--- src/rtl/ascon_pkg.sv ---
// Shared types and constants for the Ascon input serializer: FSM states,
// random-vector layout and a small elaboration-time helper.
package ascon_pkg;

    typedef enum logic [1:0] {
        IDLE  = 2'd0,
        SHIFT = 2'd1,
        START = 2'd2,
        WAIT  = 2'd3
    } ser_state_e;

    localparam int RND_W  = 36;
    localparam int MASK_W = 4;
    localparam int R64_W  = 14;
    localparam int RPT_W  = 3;
    localparam int R128_W = 3;

    // Bit offsets inside the 36-bit random vector, LSB field first
    localparam int NONCE_M_OFF = 0;
    localparam int PT_M_OFF    = 4;
    localparam int AD_M_OFF    = 8;
    localparam int KEY_M_OFF   = 12;
    localparam int R64_OFF     = 16;
    localparam int RPT_OFF     = 30;
    localparam int R128_OFF    = 33;

    function automatic int max3(input int a, input int b, input int c);
        int m;
        m = (a > b) ? a : b;
        m = (m > c) ? m : c;
        return m;
    endfunction

endpackage

--- src/rtl/ascon_lfsr.sv ---
// 64-bit maximal-length Fibonacci LFSR (x^64 + x^63 + x^61 + x^60 + 1) that
// supplies mask randomness when ASCON_SER_LFSR_EN is defined.
module ascon_lfsr
    import ascon_pkg::*;
#(
    parameter logic [63:0] SEED = 64'hACE1_5EED_C0DE_F00D
) (
    input  logic             clk,
    input  logic             rst,
    input  logic             en,
    output logic [RND_W-1:0] value
);

    logic [63:0] state_r;
    logic        fb_s;

    assign fb_s  = state_r[63] ^ state_r[62] ^ state_r[60] ^ state_r[59];
    assign value = state_r[RND_W-1:0];

    // Advance the sequence only while the serializer is working
    always_ff @(posedge clk or posedge rst) begin
        if (rst) begin
            state_r <= SEED;
        end else if (en) begin
            state_r <= {state_r[62:0], fb_s};
        end else begin
            state_r <= state_r;
        end
    end

endmodule

--- src/rtl/ascon_in_serializer.sv ---
// Bit-serial front end for a masked Ascon core: latches a job, shifts key/nonce/AD/PT
// MSB first with fresh mask bits, then pulses the core start. ASCON_SER_LFSR_EN selects internal randomness.
module ascon_in_serializer
    import ascon_pkg::*;
#(
    parameter int K         = 128,
    parameter int L         = 40,
    parameter int Y         = 96,
    parameter int START_LEN = 5
) (
    input  logic         clk,
    input  logic         rst,
    input  logic         load_valid,
    output logic         load_ready,
    input  logic         mode,
    input  logic [K-1:0] key,
    input  logic [127:0] nonce,
    input  logic [L-1:0] ad,
    input  logic [Y-1:0] pt,
    input  logic [35:0]  rnd,
    input  logic         enc_ready,
    input  logic         dec_ready,
    output logic [4:0]   keyxSI,
    output logic [4:0]   noncexSI,
    output logic [4:0]   associated_dataxSI,
    output logic [4:0]   plain_textxSI,
    output logic [13:0]  r_64xSI,
    output logic [2:0]   r_128xSI,
    output logic [2:0]   r_ptxSI,
    output logic         encryption_startxSI,
    output logic         decryption_startxSI,
    output logic         busy
);

    localparam int MAX   = max3(K, L, Y);
    localparam int CNT_W = $clog2(MAX + START_LEN) + 1;
    localparam logic [CNT_W-1:0] SHIFT_LAST = CNT_W'(MAX - 1);
    localparam logic [CNT_W-1:0] START_LAST = CNT_W'(MAX + START_LEN - 1);
    localparam logic [CNT_W-1:0] CNT_ONE    = {{(CNT_W-1){1'b0}}, 1'b1};

    ser_state_e       state_r, state_s;
    logic [CNT_W-1:0] cnt_r, cnt_s;
    logic             mode_r, mode_s;
    logic [K-1:0]     key_r, key_s;
    logic [127:0]     nonce_r, nonce_s;
    logic [L-1:0]     ad_r, ad_s;
    logic [Y-1:0]     pt_r, pt_s;
    logic [3:0]       bits_r, bits_s;
    logic             enc_start_r, dec_start_r;
    logic             load_ready_r, busy_r;
    logic [RND_W-1:0] rnd_r, rnd_src_s;
    logic             rnd_en_s;

    // Mask bits refresh on every edge that lands outside IDLE
    assign rnd_en_s = (state_s != IDLE);

`ifdef ASCON_SER_LFSR_EN
    logic rnd_unused_s;
    assign rnd_unused_s = ^rnd;

    ascon_lfsr u_lfsr (
        .clk   (clk),
        .rst   (rst),
        .en    (rnd_en_s),
        .value (rnd_src_s)
    );
`else
    assign rnd_src_s = rnd;
`endif

    // Next-state logic; lanes are left-shifting copies so exhausted lanes feed zeros
    always_comb begin
        state_s = state_r;
        cnt_s   = cnt_r;
        mode_s  = mode_r;
        key_s   = key_r;
        nonce_s = nonce_r;
        ad_s    = ad_r;
        pt_s    = pt_r;
        bits_s  = 4'b0000;
        case (state_r)
            IDLE: begin
                if (load_valid && load_ready_r) begin
                    state_s = SHIFT;
                    cnt_s   = {CNT_W{1'b0}};
                    mode_s  = mode;
                    bits_s  = {key[K-1], nonce[127], ad[L-1], pt[Y-1]};
                    key_s   = {key[K-2:0], 1'b0};
                    nonce_s = {nonce[126:0], 1'b0};
                    ad_s    = {ad[L-2:0], 1'b0};
                    pt_s    = {pt[Y-2:0], 1'b0};
                end else begin
                    state_s = IDLE;
                end
            end
            SHIFT: begin
                cnt_s = cnt_r + CNT_ONE;
                if (cnt_r == SHIFT_LAST) begin
                    state_s = START;
                end else begin
                    bits_s  = {key_r[K-1], nonce_r[127], ad_r[L-1], pt_r[Y-1]};
                    key_s   = {key_r[K-2:0], 1'b0};
                    nonce_s = {nonce_r[126:0], 1'b0};
                    ad_s    = {ad_r[L-2:0], 1'b0};
                    pt_s    = {pt_r[Y-2:0], 1'b0};
                end
            end
            START: begin
                cnt_s = cnt_r + CNT_ONE;
                if (cnt_r == START_LAST) begin
                    state_s = WAIT;
                end else begin
                    state_s = START;
                end
            end
            WAIT: begin
                if (mode_r ? dec_ready : enc_ready) begin
                    state_s = IDLE;
                end else begin
                    state_s = WAIT;
                end
            end
            default: begin
                state_s = IDLE;
            end
        endcase
    end

    // State, job registers and every output register
    always_ff @(posedge clk or posedge rst) begin
        if (rst) begin
            state_r      <= IDLE;
            cnt_r        <= {CNT_W{1'b0}};
            mode_r       <= 1'b0;
            key_r        <= {K{1'b0}};
            nonce_r      <= 128'd0;
            ad_r         <= {L{1'b0}};
            pt_r         <= {Y{1'b0}};
            bits_r       <= 4'b0000;
            enc_start_r  <= 1'b0;
            dec_start_r  <= 1'b0;
            load_ready_r <= 1'b0;
            busy_r       <= 1'b0;
            rnd_r        <= {RND_W{1'b0}};
        end else begin
            state_r      <= state_s;
            cnt_r        <= cnt_s;
            mode_r       <= mode_s;
            key_r        <= key_s;
            nonce_r      <= nonce_s;
            ad_r         <= ad_s;
            pt_r         <= pt_s;
            bits_r       <= bits_s;
            enc_start_r  <= (state_s == START) && !mode_s;
            dec_start_r  <= (state_s == START) && mode_s;
            load_ready_r <= (state_s == IDLE);
            busy_r       <= (state_s != IDLE);
            if (rnd_en_s) begin
                rnd_r <= rnd_src_s;
            end else begin
                rnd_r <= rnd_r;
            end
        end
    end

    assign load_ready          = load_ready_r;
    assign busy                = busy_r;
    assign encryption_startxSI = enc_start_r;
    assign decryption_startxSI = dec_start_r;
    assign keyxSI              = {rnd_r[KEY_M_OFF +: MASK_W], bits_r[3]};
    assign noncexSI            = {rnd_r[NONCE_M_OFF +: MASK_W], bits_r[2]};
    assign associated_dataxSI  = {rnd_r[AD_M_OFF +: MASK_W], bits_r[1]};
    assign plain_textxSI       = {rnd_r[PT_M_OFF +: MASK_W], bits_r[0]};
    assign r_64xSI             = rnd_r[R64_OFF +: R64_W];
    assign r_ptxSI             = rnd_r[RPT_OFF +: RPT_W];
    assign r_128xSI            = rnd_r[R128_OFF +: R128_W];

endmodule
--- config.mk ---
export PLATFORM = sky130hd
export DESIGN_NAME = ascon_in_serializer
export DESIGN_NICKNAME = d
export VERILOG_FILES = /design/src/rtl/ascon_pkg.sv /design/src/rtl/ascon_lfsr.sv /design/src/rtl/ascon_in_serializer.sv
export SDC_FILE = /design/constraint.sdc
export NUM_CORES = 1
export LEC_CHECK = 0
export BUFFER_PORTS_ARGS = -buffer_cell sky130_fd_sc_hd__buf_4
export CAP_MARGIN = 25
export CORE_AREA = 2 2 214 216
export DETAILED_ROUTE_END_ITERATION = 16
export DIE_AREA = 0 0 216 218
export PLACE_DENSITY = 0.68
export SYNTH_ARGS = -nofsm -noshare
export SYNTH_HDL_FRONTEND = slang
export SYNTH_SLANG_ARGS = --single-unit
--- constraint.sdc ---
create_clock -name clk -period 45.5 [get_ports clk]
set_clock_uncertainty 0.1 [all_clocks]
set_input_delay 9.1 -clock clk [delete_from_list [all_inputs] [get_ports clk]]
set_output_delay 9.1 -clock clk [all_outputs]
set_load 0.05 [all_outputs]
==> Yosys cells after proc, flatten, opt, wreduce, memory -nomap -nowiden <==
Index checks and enable logic that the tools add are counted.
{ "totals": {"reg_bits": 448, "inputBits": 434, "output_inout_bits": 44} }
{ "classes": {"add_sub_neg": 1, "n_eq_ne": 8, "mux": 25, "n_reduce_logical": 12} }
{ "op_table": {"columns": ["op", "count"], "rows": [
  ["$mux W128", 4],
  ["$pmux W128 S2", 2],
  ["$mux W96", 2],
  ["$pmux W96 S2", 1],
  ["$mux W40", 2],
  ["$pmux W40 S2", 1],
  ["$pmux W9 S2", 1],
  ["$add A9 B1 Y9 const B", 1],
  ["$eq A9 B7 Y1 const B", 1],
  ["$eq A9 B8 Y1 const B", 1],
  ["$mux W9", 1],
  ["$mux W4", 2],
  ["$pmux W2 S4", 1],
  ["$pmux W4 S2", 1],
  ["$eq A2 B2 Y1 const B", 3],
  ["$reduce_bool A2 Y1", 3],
  ["$mux W1", 5],
  ["$logic_not A2 Y1", 2],
  ["$mux W2", 2],
  ["$ne A2 B2 Y1 const B", 2],
  ["$logic_and A1 B1 Y1", 3],
  ["$reduce_and A3 Y1", 1],
  ["$eq A2 B1 Y1 const B", 1],
  ["$reduce_and A2 Y1", 1],
  ["other kinds (2)", 2]
]} }

==> Logic depth before layout (Yosys ltp) <==
Gate-level depths: netlist (run 1).
{ "depth": {"depth_word": 5, "mapped_depth": 10, "mapped_depth_nobuf": 7} }

==> Worst setup path before layout (run 1) <==
OpenSTA, ideal clock, no wires.
{ "synth_path": {"kind": "input port to flip-flop", "from": "input port dec_ready", "to": "register rnd_r[10]", "setup_time_ps": 125, "arrival_ps": 10441, "required_time_ps": 45275, "path_slack_ps": 34834, "cell_stages": 7, "n_path_buf": 2, "path_cell_list": "mux2i_1 a221oi_2 a21oi_2 a311oi_2 buf_6 buf_12 mux2_4"} }
{ "synth_between": {"elab_chain_len": 4} }
{ "synth_lines": {"columns": ["item", "line_no", "source"], "rows": [
  ["start: declaration", "ascon_in_serializer.sv:22", "input logic dec_ready,"],
  ["$mux W1", "ascon_in_serializer.sv:117", "if (mode_r ? dec_ready : enc_ready) begin"],
  ["$mux W2", "ascon_in_serializer.sv:117", null],
  ["$pmux W2 S4", "ascon_in_serializer.sv:81", "case (state_r)"],
  ["named net state_s[1]", "ascon_in_serializer.sv:41", "ser_state_e state_r, state_s;"],
  ["$reduce_bool A2 Y1", "ascon_in_serializer.sv:55", "assign rnd_en_s = (state_s != IDLE);"],
  ["end signal: assignment", "ascon_in_serializer.sv:144", "rnd_r <= {RND_W{1'b0}};"],
  ["end signal: assignment", "ascon_in_serializer.sv:159", "rnd_r <= rnd_src_s;"],
  ["end signal: assignment", "ascon_in_serializer.sv:161", "rnd_r <= rnd_r;"],
  ["end: declaration", "ascon_in_serializer.sv:51", "logic [RND_W-1:0] rnd_r, rnd_src_s;"]
]} }
The timed path passes the listed nets, and every way through them passes these cells.
A chain may end at the register's enable or synchronous reset.

==> Final worst setup path (run 1) <==
{ "layout_path": {"from": "input port load_valid", "to": "register key_r[75]"} }
{ "layout_between": {"elab_chain_len": 3} }
{ "layout_lines": {"columns": ["item", "line_no", "source"], "rows": [
  ["start: declaration", "ascon_in_serializer.sv:13", "input logic load_valid,"],
  ["$logic_and A1 B1 Y1", "ascon_in_serializer.sv:83", "if (load_valid && load_ready_r) begin"],
  ["$ne A2 B2 Y1 (no line)", null, null],
  ["$reduce_and A3 Y1 (no line)", null, null],
  ["end signal: assignment", "ascon_in_serializer.sv:135", "key_r <= {K{1'b0}};"],
  ["end signal: assignment", "ascon_in_serializer.sv:149", "key_r <= key_s;"],
  ["end: declaration", "ascon_in_serializer.sv:44", "logic [K-1:0] key_r, key_s;"]
]} }
Every way passes these cells.

==> results_dict.tcl, run 1 <==
set metrics [dict create \
    rsz0062_at_grt "false" \
    place_inst 2803 \
    netlist.area_leader.share_pct 55.66 \
    crit_type "input port to flip-flop" \
    hpwl_um 34330 \
    status "finished, final reports clean" \
    drtIter0Drc 892 \
    core_um2 44890 \
    grt_pass1_wl_um 78080 \
    postCtsHoldBufs 0 \
    yosysTopAreaCell "dfrtp_1" \
    cp_data_required_time_ns 45.80 \
    finalNonFillerCells 2897 \
    topRoutingLayerUsed "met4" \
    grt_overflow 0 \
    synth_nets 2285 \
    routedWlPerCell_um 17.08 \
    setup_viol 0 \
    fin_crit_sh_pct 25.06 \
    syn_to_final_growth_pct 27.82 \
    finalHoldViolations 0 \
    floorplan.initialDensity_pct 44.46 \
    wl_met2_um 23340 \
    grt_max_degree 299 \
    synth.area.top_cells "dfrtp_1, mux2i_1, o21ai_0" \
    avgSynthCellArea_um2 10.82 \
    p_leak_nw 12.25 \
    drc_errors 0 \
    min_path_type "flip-flop to flip-flop" \
    h-tree-depth 2 \
    root_buffer "clkbuf_16" \
    drv_slew 0 \
    syn_area_um2 19960 \
    port_buffers 477 \
    syn_inst 1845 \
    clk_path_buf_depth 3 \
    max_freq_mhz 87.70 \
    num_rows 78 \
    slew_headroom_pct 3.320 \
    ctsResizeCount 0 \
    end_kind "flip-flop" \
    postCtsSetupBuffers 0 \
    crit_fanout 125 \
    dieArea_um2 47090 \
    fin_crit_ns 11.40 \
    cts.sink_count 444 \
    io_pins 478 \
    place_congestion 0.7788 \
    fp.dieH_um 218 \
    min_path_cells 2 \
    final_layout_size_suffix_gt1_share_pct 26.72 \
    fin_total_pwr_w 0.001833 \
    clk_pin_slew_ns 0.06 \
    p_per_area_nw_per_um2 71.84 \
    rr_worst_depth 10 \
    gr-usage-all-layers_pct 20.76 \
    layout.nets 2696 \
    reg2reg_slack_ns 41.60 \
    setup_tns_ns 0 \
    wl_um 49490 \
    grt_pass1_vias 14500 \
    irDropWorstVdd_mv 0.06642 \
    detailedRoute.firstPassIterationCount 4 \
    cts_tree "built" \
    yosys_warnings 0 \
    postRouteAntennaNets 0 \
    via_per_inst 4.990 \
    synth_sequential_area_ratio_pct 55.66 \
    cts_buffers 48 \
    wl_met1_um 21270 \
    ys_types 36 \
    wl_met3_um 3378 \
    cp.arrival_ns 11.70 \
    critPathLaunchType "input port" \
    worstMarginPinSlew_ns 1.450 \
    clk_latency_ns 0.57 \
    vias 14460 \
    antenna_found_initial 7 \
    fp.dieW_um 216 \
    ys_ff_latch 444 \
    cap_viol_max_count 0 \
]
[placed cells by master (no fill, tap or decap), types with 3 or more instances in the layout]
| cell | n |
|---|---|
| nand3_1 | 4 |
| nand2_1 | 393 |
| clkinv_2 | 9 |
| buf_4 | 488 |
| buf_12 | 3 |
| xor2_1 | 5 |
| dfrtp_1 | 444 |
| clkbuf_8 | 12 |
| mux2i_1 | 387 |
| mux2_2 | 16 |
| inv_1 | 6 |
| nor2_1 | 11 |
| buf_16 | 4 |
| clkbuf_1 | 12 |
| a22o_1 | 9 |
| ha_1 | 5 |
| diode_2 | 7 |
| clkbuf_16 | 49 |
| mux2_4 | 20 |
| o21ai_0 | 386 |
[worst max-delay path, stage by stage]
cell      delay [ns]
buf_4           0.12
nand2_1         0.05
nand2_1         0.19
o211ai_4        0.13
buf_4           0.15
buf_16          0.30
buf_4           0.23
buf_16          0.32
buf_4           0.71
o21ai_0         0.25
[sequential cells by signal (all words and copies together), names as in the netlist, 2 cells and up]
signal and cells:
key_r 127, nonce_r 127, pt_r 95, ad_r 39, rnd_r 36, cnt_r 9
bits_r 4, state_r 2
[metal layers]
| layer | up-vias | track usage [%] |
|---|---|---|
| met4 | 0 | 8.425 |
| met3 | 77 | 5.593 |
| met2 | 351 | 32.96 |
| li1 | 7195 | - |
| met1 | 6832 | 27.08 |
| met5 | - | 0 |
[worst paths after layout]
path,start,to
setup / recovery,load_valid,key_r[75]$_DFFE_PP0P_
hold / removal,pt_r[87]$_DFFE_PP0P_,pt_r[87]$_DFFE_PP0P_
setup reg to reg,state_r[1]$_DFF_PP0_,key_r[75]$_DFFE_PP0P_
hold reg to reg,pt_r[87]$_DFFE_PP0P_,pt_r[87]$_DFFE_PP0P_
max in group asynchronous,rst,ad_r[23]$_DFFE_PP0P_
min in group asynchronous,rst,rnd_r[26]$_DFFE_PP0P_
[final cells by class]
cell class / instances / area [µm²]
fillers: 3874 / 19380
flip-flops and latches: 444 / 11110
multi-input cells: 1260 / 8249
repair buffers: 495 / 3834
clock buffers: 73 / 1436
well taps: 600 / 750.7
clock inverters: 11 / 82.58
inverters: 7 / 33.78
diodes: 7 / 17.52
[Yosys cell counts]
cell type	number
a21boi_2	1
inv_1	7
o21ai_0	386
nand4_1	2
mux2_4	20
mux2i_1	387
xor2_1	5
nand3_1	4
and4bb_2	1
ha_1	6
buf_1	1
mux2_2	16
a22o_1	9
buf_2	49
a311oi_2	1
a21oi_1	2
dfrtp_1	444
buf_6	1
and4_1	2
xnor2_1	1
a31oi_1	1
buf_4	1
nand2_1	393
nor2_1	11
a32o_1	1
nor3_1	2
and4b_1	1
a21boi_0	1
and3_1	1
buf_12	2
and2_1	2
a21oi_2	1
a221oi_2	1
clkbuf_1	80
nand3_2	1
o211ai_2	1
[cell families (layout without fill, tap and decap cells)]
kind of cell             count (synthesis)  after routing  share of synthesized area, %
flip-flops                             444            444                         55.66
multiplexers                           423            423                         21.81
AND/OR/NAND/NOR                        420            420                         8.155
AO/OA/AOI/OAI                          405            405                         10.56
buffers and inverters                  141            586                         3.178
adder cells (fa/ha/maj)                  6              6                        0.3761
XOR/XNOR                                 6              6                        0.2633
other                                    0              7                             0
[power by group]
group | switching, W | internal [W]
clock | 0.000155 | 0.000222
sequential | 0.0000998 | 0.000591
combinational | 0.000445 | 0.000320
total | 0.000700 | 0.00113
[per-stage QoR]
step / instance area, µm² / worst slack [ns] / util (%) / hold WS [ns]
floorplan: 19960 / 23.93 / - / 0.3496
global placement: 23870 / 32.76 / 53.17 / 0.3604
detailed placement: 23900 / 32.63 / 53.23 / 0.3699
CTS: 25410 / 33.25 / 56.61 / 0.3832
global route: 25510 / 33.83 / 56.83 / 0.3982
finish: 25510 / 34.10 / 56.83 / 0.3763
(Power assumes the default switching activity.)
==> run 2: changes to the inputs <==
==> constraint.sdc (replaced) <==
create_clock -name clk -period 11.5 [get_ports clk]
set_clock_uncertainty 0.1 [all_clocks]
set_input_delay 2.3 -clock clk [delete_from_list [all_inputs] [get_ports clk]]
set_output_delay 2.3 -clock clk [all_outputs]
set_load 0.05 [all_outputs]
==> results_dict.tcl, run 2 (synthesis results as in run 1) <==
set metrics [dict create \
    fin_ws_ns 6.415 \
    dp_slack_ns 5.842 \
    rr_worst_depth 8 \
    p_int_w 0.004565 \
    grt_pass1_wl_um 78930 \
    hold_end "key_r[38]$_DFFE_PP0P_" \
    postCtsHoldBufs 0 \
    layout_common_cells "buf_4, dfrtp_1, nand2_1, mux2i_1, o21ai_0" \
    h-tree-depth 2 \
    place_congestion 0.7913 \
    seqPwrFrac_pct 37.2 \
    via_per_inst 5.003 \
    rsz0062_at_grt "false" \
    postRouteAntennaNets 0 \
    final_layout_size_suffix_gt1_share_pct 27.02 \
    fp.dieH_um 218 \
    hpwl_um 34060 \
    status "finished, final reports clean" \
    clk_pin_slew_ns 0.06 \
    postCtsSetupBuffers 0 \
    switching_share_pct 37.90 \
    worstHoldStart "key_r[38]$_DFFE_PP0P_" \
    cp.arrival_ns 5.39 \
    drtIter0Drc 968 \
    irDropWorstVdd_mv 0.3358 \
    syn_to_final_growth_pct 28.66 \
    grt_pass1_vias 14620 \
    crit_type "input port to flip-flop" \
    clk_path_buf_depth 3 \
    io_pins 478 \
    crit_fanout 257 \
    clockPowerShare_pct 22.2 \
    p_sw_w 0.002786 \
    finalNonFillerCells 2902 \
    regArea_um2 11110 \
    cp_top_family "buffers and inverters" \
    fin_crit_ns 5.085 \
    path_common_cell "buf_4" \
    rr_startpoint "state_r[0]$_DFF_PP0_" \
    port_buffers 477 \
    r2r_end "nonce_r[85]$_DFFE_PP0P_" \
    antenna_found_initial 4 \
    fin_crit_sh_pct 44.21 \
    finalHoldViolations 0 \
    cp_data_required_time_ns 11.80 \
    place_inst 2803 \
    core_um2 44890 \
    cts.sink_count 444 \
    cts_buffers 50 \
    worstMarginPinSlew_ns 1.190 \
    routedWlPerCell_um 17.01 \
    max_freq_mhz 196.7 \
    cpPeakStageDelay_ns 0.83 \
    setup_tns_ns 0 \
    setup_viol 0 \
    cap_viol_max_count 0 \
    dieArea_um2 47090 \
    cts_tree "built" \
    min_path_cells 2 \
    layout.nets 2698 \
    cp.depth 8 \
    p_per_area_nw_per_um2 286.2 \
    p_leak_nw 12.34 \
    multi_input_area_um2 8249 \
    crit_chain "buf_4, nand2_1, nand2_1, o211ai_4, buf_4, buf_4, buf_12, o21ai_0" \
    power_frac_comb_pct 40.6 \
    fillCellCount 3871 \
    fp.dieW_um 216 \
    drc_errors 0 \
    reg_top3 "key_r: 127 flops, nonce_r: 127 flops, pt_r: 95 flops" \
    wl_um 49380 \
    end_kind "flip-flop" \
    min_path_type "flip-flop to flip-flop" \
    vias 14520 \
    gr-usage-all-layers_pct 20.90 \
    detailedRoute.firstPassIterationCount 4 \
    cp_slowest_cell "buf_4" \
    critPathBufInv 4 \
    num_rows 78 \
    reg2reg_slack_ns 7.24 \
    floorplan.initialDensity_pct 44.46 \
    layout_commonest_cell "buf_4" \
    slew_headroom_pct 20.68 \
    grt_overflow 0 \
    critPathLaunchType "input port" \
    grt_max_degree 317 \
    clk_latency_ns 0.58 \
    drv_slew 0 \
    root_buffer "clkbuf_16" \
    ctsResizeCount 0 \
]
## run 2: metrics by stage
stage / total power (W) / cell area, µm² / hold WS (ns) / util, %
after floorplan: 0.005089 / 19970 / 0.3496 / -
after global placement: 0.005620 / 23880 / 0.3600 / 53.20
after detailed placement: 0.005768 / 23880 / 0.3694 / 53.20
after CTS: 0.007424 / 25600 / 0.3827 / 57.02
after global routing: 0.007940 / 25680 / 0.3985 / 57.20
final: 0.007351 / 25680 / 0.3759 / 57.21
## run 2: routing by layer
| metal | vias up | global-route usage (%) | part of all wire (%) |
|---|---|---|---|
| met2 | 335 | 34.62 | 48 |
| met1 | 6904 | 26.80 | 43 |
| met4 | 0 | 7.169 | 2.7 |
| li1 | 7204 | - | - |
| met3 | 76 | 5.258 | 6.3 |
| met5 | - | 0 | 0 |
## run 2: power by group through the flow
stage / Sequential (W) / Combinational [W] / Clock (W)
after floorplan: 0.00291 / 0.00217 / 0
after global placement: 0.00272 / 0.00290 / 0
after detailed placement: 0.00276 / 0.00301 / 0
after CTS: 0.00274 / 0.00301 / 0.00168
after global routing: 0.00283 / 0.00336 / 0.00175
final: 0.00274 / 0.00298 / 0.00163
## run 2: worst max-delay path by stage
| stage | from | to |
|---|---|---|
| after floorplan | rst | ad_r[10]$_DFFE_PP0P_ |
| after global placement | load_valid | nonce_r[68]$_DFFE_PP0P_ |
| after detailed placement | load_valid | nonce_r[62]$_DFFE_PP0P_ |
| after CTS | load_valid | nonce_r[65]$_DFFE_PP0P_ |
| after global routing | load_valid | nonce_r[52]$_DFFE_PP0P_ |
| final | load_valid | nonce_r[85]$_DFFE_PP0P_ |
## run 2: worst reg2reg max path: cells and delay by family (launching register included)
family	cells	cell delay, ns
and+or+nand+nor	1	0.31
DFF	1	0.47
adders and majority gates	1	0.39
AOI/OAI and AO/OA	2	0.59
buffers and inverters	4	2.24
## run 2: layout make-up
type / instances / area share, %
diodes: 4 / 0.03898
clock buffers: 81 / 6.236
clock inverters: 11 / 0.4336
inverters: 7 / 0.1169
multi-input cells: 1260 / 32.12
flip-flops and latches: 444 / 43.26
well taps: 600 / 2.923
repair buffers: 495 / 14.87
==> run 3: changes to the inputs <==
--- a/config.mk
+++ b/config.mk
@@ -10,7 +10,7 @@
 export CORE_AREA = 2 2 214 216
 export DETAILED_ROUTE_END_ITERATION = 16
 export DIE_AREA = 0 0 216 218
-export PLACE_DENSITY = 0.68
+export PLACE_DENSITY = 0.71
 export SYNTH_ARGS = -nofsm -noshare
 export SYNTH_HDL_FRONTEND = slang
 export SYNTH_SLANG_ARGS = --single-unit
==> constraint.sdc (replaced) <==
create_clock -name clk -period 4.52 [get_ports clk]
set_clock_uncertainty 0.1 [all_clocks]
set_input_delay 0.904 -clock clk [delete_from_list [all_inputs] [get_ports clk]]
set_output_delay 0.904 -clock clk [all_outputs]
set_load 0.05 [all_outputs]
==> results_dict.tcl, run 3 (synthesis results as in run 1) <==
set metrics [dict create \
    critPathBufInv 2 \
    h-tree-depth 2 \
    clk_path_buf_depth 3 \
    cp_data_required_time_ns 4.86 \
    cts_buffers 49 \
    root_buffer "clkbuf_16" \
    cp_top_family "compound AO/OA/AOI/OAI gates" \
    end_kind "flip-flop" \
    finalHoldViolations 0 \
    crit_fanout 28 \
    slew_headroom_pct 31.87 \
    place_congestion 0.8028 \
    fin_crit_sh_pct 67.96 \
    cts.sink_count 444 \
    layout_commonest_cell "buf_4" \
    max_freq_mhz 325.6 \
    fin_ws_ns 1.448 \
    worstMarginPinSlew_ns 1.022 \
    via_per_inst 5.042 \
    layout.nets 2702 \
    floorplan.initialDensity_pct 44.46 \
    fillCellCount 3894 \
    port_buffers 477 \
    postCtsSetupBuffers 0 \
    fin_util_pct 57.17 \
    syn_to_final_growth_pct 28.58 \
    gr-usage-all-layers_pct 20.87 \
    crit_type "flip-flop to flip-flop" \
    detailedRoute.firstPassIterationCount 4 \
    final_layout_size_suffix_gt1_share_pct 27.10 \
    drtIter0Drc 907 \
    grt_max_degree 235 \
    critPathLaunchType "flip-flop" \
    fp.dieW_um 216 \
    fin_crit_ns 3.072 \
    postCtsHoldBufs 0 \
    layout_common_cells "buf_4, dfrtp_1, nand2_1, mux2i_1, o21ai_0" \
    min_path_type "flip-flop to flip-flop" \
    cts_tree "built" \
    clk_pin_slew_ns 0.06 \
    p_per_area_nw_per_um2 725.6 \
    rsz0062_at_grt "false" \
    reg_top3 "key_r: 127 flops, nonce_r: 127 flops, pt_r: 95 flops" \
    grt_overflow 0 \
    grt_pass1_vias 14620 \
    clk_latency_ns 0.57 \
    antenna_found_initial 9 \
    dp_slack_ns 1.455 \
    vias 14660 \
    cpPeakStageDelay_ns 0.55 \
    core_um2 44890 \
    cp_slowest_cell "a21boi_0" \
    fp.dieH_um 218 \
    status "finished, final reports clean" \
    crit_chain "inv_1, ha_1, a21boi_0, a21oi_1, a311oi_4, buf_4, mux2_2" \
    cp.arrival_ns 3.41 \
    p_leak_nw 12.32 \
    irDropWorstVdd_mv 1.203 \
    num_rows 78 \
    ctsResizeCount 0 \
    postRouteAntennaNets 0 \
    io_pins 478 \
    wl_um 49570 \
    cap_viol_max_count 0 \
    routedWlPerCell_um 17.05 \
    setup_viol 0 \
    grt_pass1_wl_um 78550 \
    dieArea_um2 47090 \
    hpwl_um 34390 \
    setup_tns_ns 0 \
    drv_slew 0 \
    drc_errors 0 \
]
## run 3: changes by cell type in the layout (fill, tap and decap cells not counted), moves of 2 or more
cell	delta
clkbuf_8	-2
buf_4	+2
buf_16	-2
clkbuf_16	-4
diode_2	+4
buf_12	+5
## run 3: cell type report
class | instances | area (µm²) | share of cell area (%)
Antenna cell | 8 | 20.02 | 0.07800
Clock buffer | 74 | 1470 | 5.728
Clock inverter | 14 | 157.7 | 0.6142
Inverter | 7 | 30.03 | 0.1170
Multi-Input combinational cell | 1260 | 8249 | 32.14
Sequential cell | 444 | 11110 | 43.29
Tap cell | 600 | 750.7 | 2.925
Timing Repair Buffer | 500 | 3879 | 15.11
## run 3: layer usage
layer	share of wire, %	wire [µm]	global-route usage, %
met1	42	20610	26.12
met2	48	23610	33.98
met3	6.9	3400	5.802
met4	3.9	1945	9.178
met5	0.026	13	0
## run 3: path summary, 6_finish.rpt
kind	start	slack, ns	depth (start not counted)	to
hold reg to reg	pt_r[16]$_DFFE_PP0P_	0.38	2	pt_r[16]$_DFFE_PP0P_
max in group asynchronous	rst	3.05	4	ad_r[10]$_DFFE_PP0P_
hold / removal	pt_r[16]$_DFFE_PP0P_	0.38	2	pt_r[16]$_DFFE_PP0P_
setup reg to reg	state_r[0]$_DFF_PP0_	1.45	7	rnd_r[28]$_DFFE_PP0P_
setup / recovery	state_r[0]$_DFF_PP0_	1.45	7	rnd_r[28]$_DFFE_PP0P_
min in group asynchronous	rst	0.42	3	pt_r[67]$_DFFE_PP0P_
## run 3: worst register-to-register path, cell delays in order, from the launching register on
cell,delay (ns)
dfrtp_1,0.48
inv_1,0.12
ha_1,0.40
a21boi_0,0.55
a21oi_1,0.15
a311oi_4,0.26
buf_4,0.48
mux2_2,0.42
## run 3: through the flow
stage | instances | hold slack [ns] | instance area, µm² | total power [W]
global route | 2907 | 0.4007 | 25670 | 0.02011
global placement | 2809 | 0.3602 | 23980 | 0.01433
detailed placement | 2810 | 0.3698 | 24000 | 0.01475
finish | 2907 | 0.3759 | 25670 | 0.01862
CTS | 2898 | 0.3826 | 25630 | 0.01883
floorplan | 1845 | 0.3496 | 19970 | 0.01295
## run 3: power by group
group          switching [W]  total (W)  leakage (nW)  internal, W
Combinational        0.00450    0.00764          6.01      0.00314
Clock                0.00160    0.00401         0.802      0.00241
Sequential           0.00103    0.00698          5.51      0.00595
Total                0.00713     0.0186          12.3       0.0115
